File: config.mk
export PLATFORM = sky130hd
export DESIGN_NAME = jtag_cmd_bridge
export DESIGN_NICKNAME = d
export VERILOG_FILES = /design/src/rtl/jtag_cmd_bridge.sv
export SDC_FILE = /design/constraint.sdc
export NUM_CORES = 1
export LEC_CHECK = 0
export CAP_MARGIN = 30
export CORE_MARGIN = 4
export CORE_UTILIZATION = 48
export CTS_CLUSTER_SIZE = 14
export DETAILED_ROUTE_END_ITERATION = 10
export GPL_ROUTABILITY_DRIVEN = 0
export GPL_TIMING_DRIVEN = 0
export PLACE_DENSITY = 0.85
export RECOVER_POWER = 50
export SYNTH_ARGS = -nofsm -noshare
export SYNTH_HDL_FRONTEND = slang
export SYNTH_SLANG_ARGS = --single-unit
File: constraint.sdc
create_clock -name iCLK -period 2.15 [get_ports iCLK]
set_clock_uncertainty 0.05 [all_clocks]
set_input_delay 0.215 -clock iCLK [delete_from_list [all_inputs] [get_ports iCLK]]
set_output_delay 0.215 -clock iCLK [all_outputs]
set_load 0.01 [all_outputs]
File: src/rtl/jtag_cmd_bridge.sv
// jtag_cmd_bridge
//   Command layer that sits on the usb_jtag byte link. It collects received
//   bytes into write/read frames, performs one single-beat access on a simple
//   on-chip bus, and sends back an ack byte, an error byte or the read data
//   over the link's transmit handshake.
//
//   Frames (multi-byte fields are sent LSB byte first):
//     write : 8'h57, NA address bytes, ND data bytes -> bus write, reply ACK_BYTE
//     read  : 8'h52, NA address bytes -> bus read, reply ND data bytes LSB first
//     Any other first byte is dropped and the bridge stays idle.
//
// Ports
//   iCLK, iRST_n            clock (rising edge), asynchronous active-low reset
//   iRxD_DATA, iRxD_Ready   received byte and its one-cycle valid pulse
//   oTxD_DATA, oTxD_Start   byte to send; Start is held high until iTxD_Done
//   iTxD_Done               one-cycle pulse when the link has sent the byte
//   oBUS_ADDR, oBUS_WDATA   access address and write data (kept after a frame)
//   oBUS_WR, oBUS_RD        one-cycle write / read strobes
//   iBUS_RDATA, iBUS_RDVALID read data and its one-cycle valid pulse
//   oBUSY                   high whenever a frame or reply is in progress
module jtag_cmd_bridge #(
  parameter int         ADDR_W   = 16,
  parameter int         DATA_W   = 32,
  parameter int         TIMEOUT  = 1000000,
  parameter logic [7:0] ACK_BYTE = 8'hAA,
  parameter logic [7:0] ERR_BYTE = 8'hEE
) (
  input  logic              iCLK,
  input  logic              iRST_n,
  input  logic [7:0]        iRxD_DATA,
  input  logic              iRxD_Ready,
  output logic [7:0]        oTxD_DATA,
  output logic              oTxD_Start,
  input  logic              iTxD_Done,
  output logic [ADDR_W-1:0] oBUS_ADDR,
  output logic [DATA_W-1:0] oBUS_WDATA,
  output logic              oBUS_WR,
  output logic              oBUS_RD,
  input  logic [DATA_W-1:0] iBUS_RDATA,
  input  logic              iBUS_RDVALID,
  output logic              oBUSY
);

  localparam int         NA        = ADDR_W / 8;
  localparam int         ND        = DATA_W / 8;
  localparam logic [7:0] OP_WR     = 8'h57;
  localparam logic [7:0] OP_RD     = 8'h52;
  localparam logic [7:0] ADDR_LAST = 8'(NA - 1);
  localparam logic [7:0] DATA_LAST = 8'(ND - 1);
  localparam logic [7:0] RD_BYTES  = 8'(ND);
  localparam int         TMR_W     = $clog2(TIMEOUT + 1);
  localparam logic [TMR_W-1:0] TMR_LAST = TMR_W'(TIMEOUT - 1);

  typedef enum logic [3:0] {
    S_IDLE,
    S_ADDR,
    S_WDATA,
    S_BUS_WR,
    S_BUS_RD,
    S_WAIT_RD,
    S_TX_LOAD,
    S_TX_WAIT,
    S_TX_GAP
  } state_t;

  state_t              state_q, state_d;
  logic                is_wr_q, is_wr_d;
  logic [7:0]          cnt_q, cnt_d;
  logic [ADDR_W-1:0]   addr_q, addr_d;
  logic [DATA_W-1:0]   wdata_q, wdata_d;
  logic [DATA_W-1:0]   txbuf_q, txbuf_d;
  logic [7:0]          rem_q, rem_d;
  logic [TMR_W-1:0]    timer_q, timer_d;
  logic [7:0]          tx_data_q, tx_data_d;
  logic                tx_start_q, tx_start_d;
  logic                byte_acc;
  logic                timed_out;

  // The strobes are decoded straight from the state so each lasts exactly
  // the one cycle spent in BUS_WR / BUS_RD, and the two can never overlap.
  assign oBUS_ADDR  = addr_q;
  assign oBUS_WDATA = wdata_q;
  assign oBUS_WR    = (state_q == S_BUS_WR);
  assign oBUS_RD    = (state_q == S_BUS_RD);
  assign oTxD_DATA  = tx_data_q;
  assign oTxD_Start = tx_start_q;
  assign oBUSY      = (state_q != S_IDLE);

  always_ff @(posedge iCLK or negedge iRST_n) begin
    if (!iRST_n) begin
      state_q    <= S_IDLE;
      is_wr_q    <= 1'b0;
      cnt_q      <= '0;
      addr_q     <= '0;
      wdata_q    <= '0;
      txbuf_q    <= '0;
      rem_q      <= '0;
      timer_q    <= '0;
      tx_data_q  <= '0;
      tx_start_q <= 1'b0;
    end else begin
      state_q    <= state_d;
      is_wr_q    <= is_wr_d;
      cnt_q      <= cnt_d;
      addr_q     <= addr_d;
      wdata_q    <= wdata_d;
      txbuf_q    <= txbuf_d;
      rem_q      <= rem_d;
      timer_q    <= timer_d;
      tx_data_q  <= tx_data_d;
      tx_start_q <= tx_start_d;
    end
  end

  always_comb begin
    state_d    = state_q;
    is_wr_d    = is_wr_q;
    cnt_d      = cnt_q;
    addr_d     = addr_q;
    wdata_d    = wdata_q;
    txbuf_d    = txbuf_q;
    rem_d      = rem_q;
    tx_data_d  = tx_data_q;
    tx_start_d = tx_start_q;
    byte_acc   = 1'b0;
    timed_out  = (timer_q == TMR_LAST);

    unique case (state_q)
      S_IDLE: begin
        if (iRxD_Ready && (iRxD_DATA == OP_WR || iRxD_DATA == OP_RD)) begin
          byte_acc = 1'b1;
          is_wr_d  = (iRxD_DATA == OP_WR);
          cnt_d    = '0;
          state_d  = S_ADDR;
        end
      end

      S_ADDR: begin
        // A byte arriving on the last allowed cycle wins over the timeout.
        if (iRxD_Ready) begin
          byte_acc = 1'b1;
          for (int i = 0; i < NA; i++) begin
            if (cnt_q == 8'(i)) addr_d[8*i +: 8] = iRxD_DATA;
          end
          if (cnt_q == ADDR_LAST) begin
            cnt_d   = '0;
            state_d = is_wr_q ? S_WDATA : S_BUS_RD;
          end else begin
            cnt_d = cnt_q + 8'd1;
          end
        end else if (timed_out) begin
          state_d = S_IDLE;
        end
      end

      S_WDATA: begin
        if (iRxD_Ready) begin
          byte_acc = 1'b1;
          for (int i = 0; i < ND; i++) begin
            if (cnt_q == 8'(i)) wdata_d[8*i +: 8] = iRxD_DATA;
          end
          if (cnt_q == DATA_LAST) begin
            cnt_d   = '0;
            state_d = S_BUS_WR;
          end else begin
            cnt_d = cnt_q + 8'd1;
          end
        end else if (timed_out) begin
          state_d = S_IDLE;
        end
      end

      S_BUS_WR: begin
        txbuf_d = DATA_W'(ACK_BYTE);
        rem_d   = 8'd1;
        state_d = S_TX_LOAD;
      end

      S_BUS_RD: begin
        state_d = S_WAIT_RD;
      end

      // Only entered the cycle after the read strobe, so a valid pulse that
      // coincides with the strobe itself is never seen here.
      S_WAIT_RD: begin
        if (iBUS_RDVALID) begin
          txbuf_d = iBUS_RDATA;
          rem_d   = RD_BYTES;
          state_d = S_TX_LOAD;
        end else if (timed_out) begin
          txbuf_d = DATA_W'(ERR_BYTE);
          rem_d   = 8'd1;
          state_d = S_TX_LOAD;
        end
      end

      S_TX_LOAD: begin
        tx_data_d  = txbuf_q[7:0];
        tx_start_d = 1'b1;
        state_d    = S_TX_WAIT;
      end

      S_TX_WAIT: begin
        if (iTxD_Done) begin
          tx_start_d = 1'b0;
          rem_d      = rem_q - 8'd1;
          txbuf_d    = txbuf_q >> 8;
          state_d    = S_TX_GAP;
        end
      end

      // Start stays low here for at least one cycle so the link re-arms.
      S_TX_GAP: begin
        state_d = (rem_q != 8'd0) ? S_TX_LOAD : S_IDLE;
      end

      default: begin
        state_d = S_IDLE;
      end
    endcase

    // The timer restarts on any state change or accepted byte and only
    // runs while waiting on the host or the bus.
    if (state_d != state_q || byte_acc) begin
      timer_d = '0;
    end else if (state_q == S_ADDR || state_q == S_WDATA || state_q == S_WAIT_RD) begin
      timer_d = timer_q + TMR_W'(1);
    end else begin
      timer_d = '0;
    end
  end

endmodule
==> results of run 1 <==
==> per-layer routing <==
metal / share of wire / wire length [um] / vias to the layer above / global-route usage
li1: - / - / 2145 / -
met1: 0.40 / 6630 / 2498 / 0.277
met2: 0.53 / 8690 / 127 / 0.388
met3: 0.035 / 581 / 35 / 0.0527
met4: 0.029 / 471 / 0 / 0.0966
met5: 0 / 0 / - / 0
==> cell usage after synthesis, types with 10 or more instances <==
library cell / instances / area, sq um
o21ai_0: 19 / 95.1
a22oi_1: 18 / 135
a211oi_2: 10 / 125
nand2_1: 20 / 75.1
inv_1: 13 / 48.8
buf_2: 13 / 65.1
dfrtp_1: 130 / 3250
mux2_1: 16 / 180
a22o_1: 15 / 131
nand3_1: 12 / 60.1
mux2_2: 48 / 541
xor2_1: 13 / 114
o2bb2ai_1: 18 / 158
nor2_1: 31 / 116
==> area by class of cell <==
type | count | area (sq um) | share of cell area
inverter | 13 | 48.8 | 0.00584
clock buffer | 22 | 484 | 0.0579
timing repair buffer | 115 | 1140 | 0.136
tap | 172 | 215 | 0.0257
clock inverter | 10 | 130 | 0.0156
multi-input combinational | 338 | 2920 | 0.349
buffer | 22 | 168 | 0.0201
sequential | 130 | 3260 | 0.389
==> worst min-delay path, delay by kind of cell <==
kind	cells	cell delay (ps)
buf+inv	2	250
compound gates	1	80
==> cell families after synthesis <==
kind of cell / count (synthesis)
simple gates: 133
mux: 64
flops: 130
fa+ha+maj: 7
xor+xnor: 19
buf+inv: 36
compound gates: 115
==> worst min path at each step <==
stage,cells after the start,start,endpoint
after global placement,1,txbuf_q[22]$_DFFE_PN0P_,txbuf_q[22]$_DFFE_PN0P_
after floorplan,0,iRST_n,cnt_q[0]$_DFFE_PN0P_
final,3,iRxD_DATA[0],is_wr_q$_DFFE_PN0P_
after CTS,3,iRxD_DATA[0],is_wr_q$_DFFE_PN0P_
after global routing,3,iRxD_DATA[0],is_wr_q$_DFFE_PN0P_
after detailed placement,1,iRST_n,oBUS_WDATA[5]$_DFFE_PN0P_
==> where the power goes <==
group          internal (uW)  total, uW  leakage (uW)  switching (uW)
logic                   2110       4270       0.00159            2160
registers               3140       3590       0.00170             456
clock network           1930       2970      0.000302            1040
total                   7180      10800       0.00360            3650
==> flip-flops by register name, indices dropped and copies added, names as in the netlist <==
| name | count |
|---|---|
| cnt_q | 8 |
| is_wr_q | 1 |
| oBUS_ADDR | 16 |
| oBUS_WDATA | 32 |
| oTxD_DATA | 8 |
| oTxD_Start | 1 |
| rem_q | 8 |
| state_q | 4 |
| timer_q | 20 |
| txbuf_q | 32 |
==> what timing repair did <==
item,4_1_cts,5_1_grt
pin swaps,4,8
setup buffers,6,3
setup endpoints to repair,43,87
gates cloned,1,1
gates resized for setup,21,41
hold endpoints to repair,37,0
hold buffers,1,0
==> per-stage QoR <==
step	instances	TNS, ps	utilization	hold slack [ps]	power, uW
2_1_floorplan	504	0	-	-131	5760
3_3_place_gp	778	-532140	0.588	422	7200
3_5_place_dp	779	-9240	0.590	96.4	7400
4_1_cts	818	-6.89	0.648	111	10500
5_1_grt	822	-2340	0.663	172	11300
6_report	822	-204	0.663	121	10800
==> impl_metrics.yaml, run 1 <==
status:
  outcome: "finished, violations left"
  violations: "setup timing"
die:
  die_h_um: 121
  io_pins: 105
  start_util: 0.490
  dieArea_sq_um: 14800
  die_w_um: 121
  placeableCoreArea_sq_um: 12600
  rows: 41
worst_setup_path:
  critPathSlowestCell: "dfrtp_2"
  cpPeakStageDelay_ps: 440
  worstPathMaxFanout: 5
  crit_family: "compound AO/OA/AOI/OAI gates"
  cp.required_ps: 2390
  arrival_ps: 2440
  worstSetupStartpoint: "cnt_q[2]$_DFFE_PN0P_"
  worstSetupEndpoint: "timer_q[6]$_DFF_PN0_"
  setup.worst_path.class: "reg -> reg"
  critPathLaunchType: "register"
  cp_num_buf_inv: 1
  critical_path_depth: 6
  reg2reg_slack_ps: -40
  end_kind: "register"
  worstPathCellList: "nor4_4 > a41oi_2 > or2_4 > a2111oi_4 > buf_4 > a211oi_2"
  r2r-end: "timer_q[6]$_DFF_PN0_"
  r2r.worst_path.cells: 6
  r2r_start: "cnt_q[2]$_DFFE_PN0P_"
timing:
  rsz0062_at_grt: "yes"
  period_share: 1.02
  max_slew_margin: 0.359
  tightest_slew_ps: 962
  slew_viol_final: 0
  setup_slack_ps: -40.7
  hold_violations: 0
  period_needed_ps: 2190
  finalSetupViolCount: 7
  timing.fmax_ghz: 0.456
power:
  ir_drop_v: 0.000747
  p_per_area_nw_per_um2: 1300
  leakage_uw: 0.00360
synth:
  synth_edf_count: 0
  yosys.cell_types.count: 66
  synth_async_sr_flop_share: 1.00
  synthCells: 504
  synth_mux_area_frac: 0.117
  avgSynthCellArea_sq_um: 12.3
  syn_nets: 556
  synth-xor-area-share: 0.0269
  ys_seq_area_frac: 0.526
  synth-simple-area-share: 0.134
  ys.warnings.count: 0
  synth_top_family_by_area: "compound AO/OA/AOI/OAI gates"
  ys.flop_type: "dfrtp_1"
  synth-seq-cells: 130
  synth-adder-area-share: 0.0142
  synthesis.area_sq_um: 6180
  synth-compound-area-share: 0.153
placement:
  io_buffers: 102
  dp_hpwl_mm: 10.8
  dp_worst_setup_slack_ps: -450
  placed_area_sq_um: 7450
global_routing:
  grt-ovfl-total: 0
  grt_pass1_vias: 5109
  grtUsageTotal: 0.228
  antenna_found_initial: 0
  grt_max_degree: 94
  grt_pass1_wl_mm: 26.3
cts:
  clockBufferDepth: 2
  root_buffer: "clkbuf_16"
  clkSlewWorstSetupHoldPaths_ps: 60
  clock_sinks: 130
  clock_latency_ps: 420
  cts_buffers: 17
  cts_tree: "built"
  htreeDepth: 4
flow_run:
  maxCapViolCount: 0
routing:
  drt-pass1-iter-count: 5
  ant_nets: 0
  wl_per_cell_um: 19.9
  drt_iter0_markers: 297
  viasPerCell: 5.85
  drc_errors: 0
  routed_wl_mm: 16.4
  vias: 4805
finish:
  fillers: 886
  design_area_sq_um: 8360
  layout_common_cells: "dfrtp_1 (128), clkdlybuf4s50_1 (83), mux2_2 (48)"
  layout_commonest_cell: "dfrtp_1"
  syn2layout_area_growth_pct: 35.3
  drive_above_1_share: 0.268
  diodes: 0
  final_nets: 689
worst_hold_path:
  worstHoldPathType: "in -> reg"
Note: power is estimated with default switching activity, not from simulation.
==> run 2: changes to the inputs <==
--- a/config.mk
+++ b/config.mk
@@ -11,7 +11,6 @@
 export CTS_CLUSTER_SIZE = 14
 export DETAILED_ROUTE_END_ITERATION = 10
 export GPL_ROUTABILITY_DRIVEN = 0
-export GPL_TIMING_DRIVEN = 0
 export PLACE_DENSITY = 0.85
 export RECOVER_POWER = 50
 export SYNTH_ARGS = -nofsm -noshare
==> run 2 against run 1 <==
  * The run still ends with setup timing left
  * Utilization rose by 3.1 points
  * Flip-flop and latch count did not move
  * Setup slack improved by 39 ps
  * Routed wire length rose by 3.6%
  * Cell count rose by 6.0%
==> impl_metrics.yaml, run 2 (synthesis gave the netlist of run 1 again) <==
timing:
  tightest_slew_ps: 1220
  period_share: 1.00
  hold_violations: 0
  period_needed_ps: 2150
  max_slew_margin: 0.189
  finalSetupViolCount: 1
  setup_slack_ps: -2.06
  slew_viol_final: 0
  rsz0062_at_grt: "yes"
  timing.fmax_ghz: 0.465
worst_setup_path:
  cpPeakStageDelay_ps: 600
  worstPathCellList: "buf_4 > or4b_4 > nor2_8 > nand3_4 > mux2_1"
  r2r.worst_path.cells: 5
  cp_num_buf_inv: 1
  critical_path_depth: 5
  worstPathMaxFanout: 8
  critPathSlowestCell: "or4b_4"
  critPathLaunchType: "register"
  setup.worst_path.class: "reg -> reg"
  crit_family: "simple AND/OR/NAND/NOR gates"
  end_kind: "register"
  cp.required_ps: 2400
  arrival_ps: 2400
cts:
  clock_sinks: 130
  root_buffer: "clkbuf_16"
  cts_buffers: 17
  clockBufferDepth: 2
  htreeDepth: 4
  clock_latency_ps: 420
  clkSlewWorstSetupHoldPaths_ps: 60
  cts_tree: "built"
routing:
  routed_wl_mm: 17.0
  vias: 5002
  viasPerCell: 5.74
  drt_iter0_markers: 330
  ant_nets: 0
  drt-pass1-iter-count: 5
  wl_per_cell_um: 19.5
  drc_errors: 0
finish:
  syn2layout_area_growth_pct: 41.6
  layout_commonest_cell: "dfrtp_1"
  diodes: 0
  fin_util: 0.693
  final_cells: 871
  final_nets: 738
  register_area_sq_um: 3260
  multiInputGateArea_sq_um: 2870
  layout_common_cells: "dfrtp_1 (128), clkdlybuf4s50_1 (79), buf_4 (72)"
  fillers: 857
  drive_above_1_share: 0.302
  design_area_sq_um: 8750
global_routing:
  grt_pass1_vias: 5283
  grt_pass1_wl_mm: 26.6
  antenna_found_initial: 0
  grt-ovfl-total: 0
  grtUsageTotal: 0.230
  grt_max_degree: 77
die:
  dieArea_sq_um: 14800
  rows: 41
  start_util: 0.490
  io_pins: 105
  die_w_um: 121
  placeableCoreArea_sq_um: 12600
  die_h_um: 121
placement:
  dp_cells: 828
  io_buffers: 104
  dp_worst_setup_slack_ps: -302
  placed_area_sq_um: 7890
  dp_hpwl_mm: 11.2
status:
  violations: "setup timing"
  outcome: "finished, violations left"
power:
  p_per_area_nw_per_um2: 1270
  ir_drop_v: 0.000692
  leakage_uw: 0.00387
worst_hold_path:
  holdPathStages: 2
  worstHoldPathType: "in -> reg"
flow_run:
  maxCapViolCount: 0
run 2: final timing paths:
path	startpoint	to	slack [ps]
min in group asynchronous	iRST_n	oBUS_WDATA[5]$_DFFE_PN0P_	520
worst min register to register	oBUS_WDATA[21]$_DFFE_PN0P_	oBUS_WDATA[21]$_DFFE_PN0P_	430
worst max-delay path	state_q[3]$_DFF_PN0_	oBUS_WDATA[1]$_DFFE_PN0P_	-2
worst min-delay path	iBUS_RDATA[31]	txbuf_q[31]$_DFFE_PN0P_	340
worst max register to register	state_q[3]$_DFF_PN0_	oBUS_WDATA[1]$_DFFE_PN0P_	-2
max in group asynchronous	iRST_n	oBUS_WDATA[26]$_DFFE_PN0P_	320
run 2: report_power, final:
| group | leakage, uW | internal, uW | switching [uW] |
|---|---|---|---|
| sequential | 0.00170 | 3140 | 462 |
| combinational | 0.00186 | 2300 | 2140 |
| clock | 0.000303 | 1970 | 1080 |
run 2: final cells by class:
type                       instances  area share
clock buffer                      19      0.0506
clock inverter                    13      0.0212
inverter                          13     0.00558
multi-input combinational        338       0.328
sequential                       130       0.372
tap                              172      0.0246
timing repair buffer             186       0.198
run 2: through the flow:
stage / TNS, ps / total power (uW) / hold WS [ps]
after CTS: 0 / 10800 / 172
after floorplan: 0 / 5760 / -131
final: -2.06 / 11100 / 344
after global routing: -906 / 11600 / 335
after global placement: -4590 / 7420 / 65.5
after detailed placement: -8090 / 7610 / 69.8
run 2: timing repair:
action | in CTS | in global routing
endpoints found under the hold margin | 19 | 0
setup buffers | 3 | 5
setup endpoints to repair | 44 | 76
cloned | 0 | 2
hold buffers | 1 | 0
pin swaps | 2 | 5
gates resized for setup | 9 | 24
run 2: worst register-to-register path, delay by kind of cell, from the launching register on:
kind	cells	cell delay, ps
and+or+nand+nor	3	1030
DFF	1	440
muxes	1	360
buffers and inverters	1	160
run 2: per-layer routing:
metal  part of all wire  wire (um)  GRT usage  up-vias
li1                   -          -          -     2247
met1               0.40       6790      0.276     2563
met3              0.040        675     0.0517       39
met5                  0          0          0        -
met2               0.53       9030      0.390      153
met4              0.028        469      0.113        0
